$ cat src/rtl/dt_pkg.sv
// Shared types for the table-driven decision-tree classifier.
//   node_w()  : width of one node word {leaf, fidx, thresh, left, right}
//   node_t    : node word layout for the default configuration
//               (N=8, NF=13, NODES=64)
//   state_t   : walk controller states
package dt_pkg;

    localparam int DEF_N     = 8;
    localparam int DEF_NF    = 13;
    localparam int DEF_NODES = 64;

    function automatic int node_w(input int n, input int nf, input int nodes);
        return 1 + $clog2(nf) + n + 2 * $clog2(nodes);
    endfunction

    localparam int DEF_NODE_W = node_w(DEF_N, DEF_NF, DEF_NODES);

    typedef struct packed {
        logic                          leaf;
        logic [$clog2(DEF_NF)-1:0]     fidx;
        logic [DEF_N-1:0]              thresh;
        logic [$clog2(DEF_NODES)-1:0]  left;
        logic [$clog2(DEF_NODES)-1:0]  right;
    } node_t;

    typedef enum logic [1:0] {
        IDLE = 2'd0,
        WALK = 2'd1,
        DONE = 2'd2
    } state_t;

endpackage

$ cat src/rtl/dt_node_mem.sv
// Node table: register file, synchronous write, asynchronous read, no reset.
//   clk   : write clock
//   we    : write enable
//   waddr : write index
//   wdata : node word to store
//   raddr : read index
//   rdata : node word at raddr (combinational)
module dt_node_mem #(
    parameter int W     = 25,
    parameter int DEPTH = 64,
    parameter int AW    = $clog2(DEPTH)
) (
    input  logic          clk,
    input  logic          we,
    input  logic [AW-1:0] waddr,
    input  logic [W-1:0]  wdata,
    input  logic [AW-1:0] raddr,
    output logic [W-1:0]  rdata
);

    logic [W-1:0] mem [DEPTH];

    // Contents survive reset so a loaded tree outlives an aborted walk.
    always_ff @(posedge clk) begin
        if (we) begin
            mem[waddr] <= wdata;
        end
    end

    assign rdata = mem[raddr];

endmodule

$ cat src/rtl/dt_tree_engine.sv
// Sequential decision-tree classifier. A sample is latched on accept and
// walked through the run-time loaded node table, one node per clock.
//   clk, rst       : clock, synchronous active-high reset
//   cfg_we/addr/wdata, cfg_ready : node table write port (IDLE only)
//   in_valid/in_ready/in_features: sample input, feature f at [f*N +: N]
//   out_valid/out_ready           : result handshake
//   out_cls, out_err, out_depth   : class, abort flag, internal nodes visited
module dt_tree_engine
    import dt_pkg::*;
#(
    parameter int N         = 8,
    parameter int NF        = 13,
    parameter int C         = 1,
    parameter int NODES     = 64,
    parameter int MAX_DEPTH = 15
) (
    input  logic                               clk,
    input  logic                               rst,
    input  logic                               cfg_we,
    input  logic [$clog2(NODES)-1:0]           cfg_addr,
    input  logic [node_w(N, NF, NODES)-1:0]    cfg_wdata,
    output logic                               cfg_ready,
    input  logic                               in_valid,
    output logic                               in_ready,
    input  logic [NF*N-1:0]                    in_features,
    output logic                               out_valid,
    input  logic                               out_ready,
    output logic [C-1:0]                       out_cls,
    output logic                               out_err,
    output logic [$clog2(MAX_DEPTH+1)-1:0]     out_depth
);

    localparam int FIDX_W = $clog2(NF);
    localparam int AW     = $clog2(NODES);
    localparam int NODE_W = node_w(N, NF, NODES);
    localparam int DW     = $clog2(MAX_DEPTH + 1);

    // One extra bit so an index equal to a power-of-two NF still compares correctly.
    localparam logic [FIDX_W:0] NF_L      = (FIDX_W + 1)'(NF);
    localparam logic [DW-1:0]   DEPTH_LIM = DW'(MAX_DEPTH);

    state_t              state_q, state_d;
    logic [NF*N-1:0]     feats;
    logic [AW-1:0]       cur;
    logic [DW-1:0]       depth;
    logic [NODE_W-1:0]   node_word;

    logic                nd_leaf;
    logic [FIDX_W-1:0]   nd_fidx;
    logic [N-1:0]        nd_thresh;
    logic [AW-1:0]       nd_left, nd_right;
    logic [FIDX_W-1:0]   fsel;
    logic [N-1:0]        feat_arr [NF];
    logic [N-1:0]        fval;
    logic                walk_bad, walk_end;

    dt_node_mem #(
        .W     (NODE_W),
        .DEPTH (NODES),
        .AW    (AW)
    ) u_mem (
        .clk   (clk),
        .we    (cfg_we && cfg_ready),
        .waddr (cfg_addr),
        .wdata (cfg_wdata),
        .raddr (cur),
        .rdata (node_word)
    );

    assign nd_right  = node_word[AW-1:0];
    assign nd_left   = node_word[2*AW-1:AW];
    assign nd_thresh = node_word[2*AW +: N];
    assign nd_fidx   = node_word[2*AW+N +: FIDX_W];
    assign nd_leaf   = node_word[NODE_W-1];

    for (genvar f = 0; f < NF; f++) begin : g_feat
        assign feat_arr[f] = feats[f*N +: N];
    end

    // An out-of-range index aborts the walk; steer the mux to a legal entry.
    assign walk_bad = !nd_leaf && (({1'b0, nd_fidx} >= NF_L) || (depth == DEPTH_LIM));
    assign walk_end = nd_leaf || walk_bad;
    assign fsel     = ({1'b0, nd_fidx} >= NF_L) ? '0 : nd_fidx;
    assign fval     = feat_arr[fsel];

    // State register
    always_ff @(posedge clk) begin
        if (rst) begin
            state_q <= IDLE;
        end else begin
            state_q <= state_d;
        end
    end

    // Next-state logic
    always_comb begin
        state_d = state_q;
        unique case (state_q)
            IDLE:    if (in_valid)  state_d = WALK;
            WALK:    if (walk_end)  state_d = DONE;
            DONE:    if (out_ready) state_d = IDLE;
            default:                state_d = IDLE;
        endcase
    end

    // Handshake outputs
    always_comb begin
        in_ready  = (state_q == IDLE);
        cfg_ready = (state_q == IDLE);
        out_valid = (state_q == DONE);
    end

    // Sample latch: data only, never reset.
    always_ff @(posedge clk) begin
        if (state_q == IDLE && in_valid) begin
            feats <= in_features;
        end
    end

    // Walk pointer and result registers; results only change on a terminal
    // node, so they hold steady for the whole of DONE.
    always_ff @(posedge clk) begin
        if (rst) begin
            cur       <= '0;
            depth     <= '0;
            out_cls   <= '0;
            out_err   <= 1'b0;
            out_depth <= '0;
        end else begin
            unique case (state_q)
                IDLE: begin
                    if (in_valid) begin
                        cur   <= '0;
                        depth <= '0;
                    end
                end
                WALK: begin
                    if (nd_leaf) begin
                        out_cls   <= nd_thresh[C-1:0];
                        out_err   <= 1'b0;
                        out_depth <= depth;
                    end else if (walk_bad) begin
                        out_cls   <= '0;
                        out_err   <= 1'b1;
                        out_depth <= depth;
                    end else begin
                        // Strict unsigned less-than; true takes the left child.
                        cur   <= (fval < nd_thresh) ? nd_left : nd_right;
                        depth <= depth + 1'b1;
                    end
                end
                default: ;
            endcase
        end
    end

endmodule

$ cat config.mk
export PLATFORM = sky130hd
export DESIGN_NAME = dt_tree_engine
export DESIGN_NICKNAME = d
export VERILOG_FILES = /design/src/rtl/dt_pkg.sv /design/src/rtl/dt_node_mem.sv /design/src/rtl/dt_tree_engine.sv
export SDC_FILE = /design/constraint.sdc
export NUM_CORES = 2
export LEC_CHECK = 0
export BUFFER_PORTS_ARGS = -buffer_cell sky130_fd_sc_hd__buf_2
export CORE_ASPECT_RATIO = 1.25
export CORE_MARGIN = 3
export CORE_UTILIZATION = 40
export CTS_CLUSTER_SIZE = 8
export DETAILED_ROUTE_END_ITERATION = 12
export PLACE_DENSITY_LB_ADDON = 0.25
export SLEW_MARGIN = 10
export SYNTH_ARGS = -nofsm -noshare
export SYNTH_HDL_FRONTEND = slang
export SYNTH_SLANG_ARGS = --single-unit
$ cat constraint.sdc
create_clock -name clk -period 8.5 [get_ports clk]
set_input_delay 0.85 -clock clk [delete_from_list [all_inputs] [get_ports clk]]
set_output_delay 0.85 -clock clk [all_outputs]
set_load 0.005 [all_outputs]
# Yosys cells after proc, flatten, opt, wreduce, memory -nomap -nowiden
# Memories as Yosys holds them, arrays and structs flattened. A register that Yosys moved wholly into a read port is not among the register bits.
# Cells that the tools add are included.
[totals] memories=1 mem_bits_rw=1600 wordCells=60 rom_bits=0 reg_bits=122 latchBits=0 inputBits=140
[memory_table] memory="u_mem.mem" depth=64 width=25 rd=1 rd_ports_with_merged_regs=1 write_ports=1 line="dt_node_mem.sv:21" text="logic [W-1:0] mem [DEPTH];"
[classes] reduce_logical=12 n_div=0 mux=27 shifts=0 order_cmp=3 bitwise_logic=1 n_addsub=1 eq_ne=8 multipliers=0
[ops] op="two-way mux 6 bit" count=6
[ops] op="binary-select mux 8 bit (select 4 bit)" count=1
[ops] op="two-way mux 4 bit" count=6
[ops] op="two-way mux 8 bit" count=2
[ops] op="case mux 6 bit (2 select lines)" count=1
[ops] op="< comparator 8 bit" count=1
[ops] op="case mux 4 bit (2 select lines)" count=1
[ops] op="two-way mux 1 bit" count=6
[ops] op="two-way mux 2 bit" count=3
[ops] op="inequality test 2 bit (second input constant)" count=3
[ops] op="case mux 2 bit (3 select lines)" count=1
[ops] op=">= comparator 5 bit (second input constant)" count=1
[ops] op="NOT 4 -> 5 bit" count=1
[ops] op="adder 4 x 1 -> 4 bit (second input constant)" count=1
[ops] op="equality test 4 bit (second input constant)" count=1
[ops] op=">= comparator 4 bit (second input constant)" count=1
[ops] op="inequality test 2 x 1 -> 1 bit (second input constant)" count=2
[ops] op="AND reduction 4 bit" count=1
[ops] op="nonzero test 2 bit" count=2
[ops] op="logical AND 1 bit" count=3
[ops] op="AND reduction 3 bit" count=1
[ops] op="equality test 2 x 1 -> 1 bit (second input constant)" count=1
[ops] op="equality test 2 bit (second input constant)" count=1
[ops] op="logical NOT 2 bit" count=1
[ops] op="other kinds (3)" count=4

# Depth between registers and ports, before layout
[logic_depth] ltp_word=13 mapped_depth=27

# By module
# Synthesis repeated with hierarchy kept, for this count alone.
[hier_totals] cells_unflattened=3198 area_unflattened_um2=67186.9
[by_module_without_submodules] module="dt_node_mem" area_each_um2=61997.0 n_inst=1 cells_each=2825 seq_area_each_um2=48046.1
[by_module_without_submodules] module="dt_tree_engine" area_each_um2=5190.0 n_inst=1 cells_each=373 seq_area_each_um2=3483.3

# Least setup slack after synthesis
# OpenSTA, ideal clock, no wires.
[synth_path] path_kind="flip-flop to flip-flop" start="reg (tool-made name)" end="reg (tool-made name)" required_time_ns=8.414 synth_period_minus_slack_ns=5.673 path_slack_ns=2.827 arrival_ns=5.587 stages_incl_launch_ff=23 path_buffers=9 path_cell_list="dfxtp_1 > buf_4 > buf_4 > buf_2 > buf_2 > buf_2 > clkbuf_1 > buf_2 > buf_2 > mux4_2 > mux4_2 > mux4_2 > inv_1 > ha_1 > a21o_1 > a21o_1 > a21oi_1 > nand2_1 > o41a_1 > a41o_1 > and2_1 > clkbuf_1 > o211ai_1"

==> impl_metrics.toml <==
[run_status]
run_status = "complete, no violations"

[global_routing]
grt_pass1_wl_mm = 246
gr-usage-all-layers_pct = 20.5
grt_remaining_overflow = 0
antenna_found_initial = 15
grt_pass1_vias = 33100
grt_max_degree = 133

[sta]
finalClockSkew_ns = 0.0253
final.period_utilization_pct = 81.7
fin_ws_ns = 1.56
maxSlewViolCount = 0
rsz0062_at_grt = "no"
worstMarginPinSlew_ns = 1.23
relSlewSlack_pct = 17.8
fin_crit_ns = 6.94
fmax_mhz = 144
hold_viol = 0
tns_ns = 0
setup_viol = 0

[yosys]
yosys_warnings = 0
synth_cell_type_count = 61
synthArstFlopShare_pct = 0
synth.top_cell.area_share_pct = 77.1
muxShareOfSynthArea_pct = 17.8
synth-simple-area-share_pct = 1.64
synth.largest_area_cell = "edfxtp_1"
post_synth_instance_area_um2 = 66300
synth_fa_ha_area_share_pct = 0.151
postSynthAreaPerCell_um2 = 23.3
ys_seq_area_share_pct = 77.9
synth_area_leaders = "edfxtp_1 77%, mux4_2 16%, mux2i_1 1.3%, dfxtp_1 0.72%, nor2_1 0.55%"
synth_top_family_by_area = "multiplexers"
synth_nets = 2993
synth_compound_area_share_pct = 1.49
synth_flop_cell = "edfxtp_1"
syn_inst = 2845
synth_edf_count = 1704
synthXorXnorAreaFrac_pct = 0.0132
ys_seq_elements = 1728

[worst_setup_path]
r2r_setup_slack_ns = 1.56
crit_fanout = 46
reg2reg_depth = 21
end_kind = "flop"
critPathMaxStageDelay_ns = 0.87
critPathSlowestCell = "dfxtp_4"
worst_setup_path_start_kind = "flop"
crit_family = "compound AO/OA/AOI/OAI gates"
crit_type = "flop to flop"
crit_arrival_ns = 7.65
path_buf_inv = 3
cp_data_required_time_ns = 9.21
crit_chain = "buf_4 -> mux4_2 -> o2111ai_1 -> o2111ai_1 -> o2bb2ai_2 -> buf_4 -> a21o_1 -> buf_4 -> nor2_1 -> a221oi_1 -> mux2i_1 -> o21ai_0 -> ha_1 -> a21o_1 -> a21o_1 -> a21oi_1 -> nand2_1 -> o41a_1 -> a41o_1 -> and2_1 -> o211ai_1"

[floorplanning]
fp.dieW_um = 370
rows = 166
die_area_um2 = 171000
pin_count = 149
coreArea_um2 = 164000
start_util_pct = 40.4
die_y_um = 461

[worst_hold_path]
min_path_cells = 1
min_from = "in_features[18]"
holdPathEnd = "feats[18]"
hold_class = "input port to flop"

[route]
drtAntennaViolNets = 0
via_per_inst = 5.78
routed_wl_mm = 174
drc = 0
drtIter0Drc = 3010
wire_per_inst_um = 32.0
num_vias = 31500
dr.pass1.iters = 6

[finish]
final_util_pct = 46.7
syn2layout_area_growth_pct = 15.8
drive_gt1_share_pct = 32.7
layout.nets = 3333

[cts]
insertion_delay_ns = 0.82
cts_buffers = 234
htreeDepth = 4
clk_pin_slew_ns = 0.06
holdBufCountCts = 0
ctsRootBufferMaster = "clkbuf_16"
post_cts_resized = 0
tritoncts = "done"
clkSinkCount = 1728
cts_setup_buffers = 0
cts.path.max_buffers = 3

[placed_design]
place_ws_ns = 1.61
gp_congestion = 0.846
dpl.hpwl_mm = 94.9
portBuffers = 148

[power_and_ir_drop]
ir_drop_mv = 0.433
p_per_area_nw_per_um2 = 331
combPwrFrac_pct = 29.3
internal-power_mw = 17.8
switching_share_pct = 30.0
p_clk_share_pct = 32.3
p_leak_nw = 23.4
switching_power_mw = 7.63
p_seq_share_pct = 38.5

[run]
drv_cap = 0
[layer usage]
metal  vias to the layer above  part of all wire (%)  global-route usage [%]
met5                         -                 0.036                       0
met4                        10                   3.2                    7.21
met3                       281                   6.1                    3.39
met2                      1245                    53                    36.5
met1                     17200                    37                    25.1
li1                      12800                     -                       -
[logic make-up after synthesis]
family	after synthesis
DFF	1728
AOI/OAI and AO/OA	139
xor gates and xnor gates	1
adders and majority gates	8
buffers and inverters	162
muxes	576
and+or+nand+nor	231
[through the flow]
stage               instances  instance area, um2  hold WS (ns)  power [mW]
floorplan                2845               66300         0.467        15.0
global placement         5132               70400         0.465        17.3
finish                   5444               76800         0.201        25.4
global route             5435               76800         0.155        26.4
CTS                      5432               76700         0.119        25.7
detailed placement       5132               70400         0.482        17.4
[cell type report]
| type | count | area [um2] |
|---|---|---|
| clock buffer | 292 | 6200 |
| timing repair buffer | 245 | 1520 |
| sequential | 1728 | 51700 |
| clock inverter | 8 | 98.8 |
| tap | 2184 | 2730 |
| inverter | 21 | 80.1 |
| fill | 13200 | 87500 |
| multi-input combinational | 955 | 14500 |
| antenna | 11 | 27.5 |
[power groups by stage]
stage | logic, mW | clock network [mW] | registers (mW)
after floorplan | 5.25 | 0 | 9.73
after global placement | 7.39 | 0 | 9.92
after detailed placement | 7.52 | 0 | 9.93
after CTS | 7.53 | 8.36 | 9.77
after global routing | 7.89 | 8.72 | 9.78
final | 7.43 | 8.20 | 9.77
[worst max path at each step]
stage,start,to,slack (ns),cells past startpoint
after detailed placement,flop,flop,1.61,19
final,flop,flop,1.56,21
after global routing,flop,flop,1.12,20
after floorplan,flop,flop,2.83,22
after global placement,flop,flop,1.67,22
after CTS,flop,flop,1.60,22
[cells in the final DEF (no fill, tap or decap), types with 16 or more instances in the layout]
cell type / Yosys / final
clkbuf_16: 0 / 240
a21oi_1: 25 / 24
buf_2: 51 / 146
nand2_1: 51 / 51
mux2i_1: 83 / 83
inv_1: 19 / 19
dfxtp_1: 24 / 19
clkbuf_1: 70 / 52
edfxtp_1: 1704 / 1704
nor2_4: 0 / 64
mux4_2: 480 / 480
nor2_1: 97 / 33
buf_4: 7 / 95
a22oi_1: 23 / 23
o21ai_0: 20 / 20
nor2b_1: 16 / 16
[synth_stat cells, types with 7 or more instances]
cell,count
mux4_2,480
a221oi_1,10
a211oi_1,12
buf_2,51
o211ai_1,10
nand2_1,51
buf_1,11
nor2b_1,16
nand4_1,9
a22oi_1,23
clkbuf_1,70
nand3_1,11
inv_1,19
dfxtp_1,24
o21ai_0,20
ha_1,8
buf_4,7
nand3b_1,11
mux2i_1,83
nor2_1,97
nand2b_1,7
and2_1,13
edfxtp_1,1704
mux2_2,13
a21oi_1,25
[flip-flops by register name (all words and copies together) (netlist names), named ones only]
name / count
u_mem.mem: 1600
state_q: 2
feats: 104
cur: 6
out_err: 1
out_depth: 4
depth: 4
out_cls: 1
(Power assumes the default switching activity.)
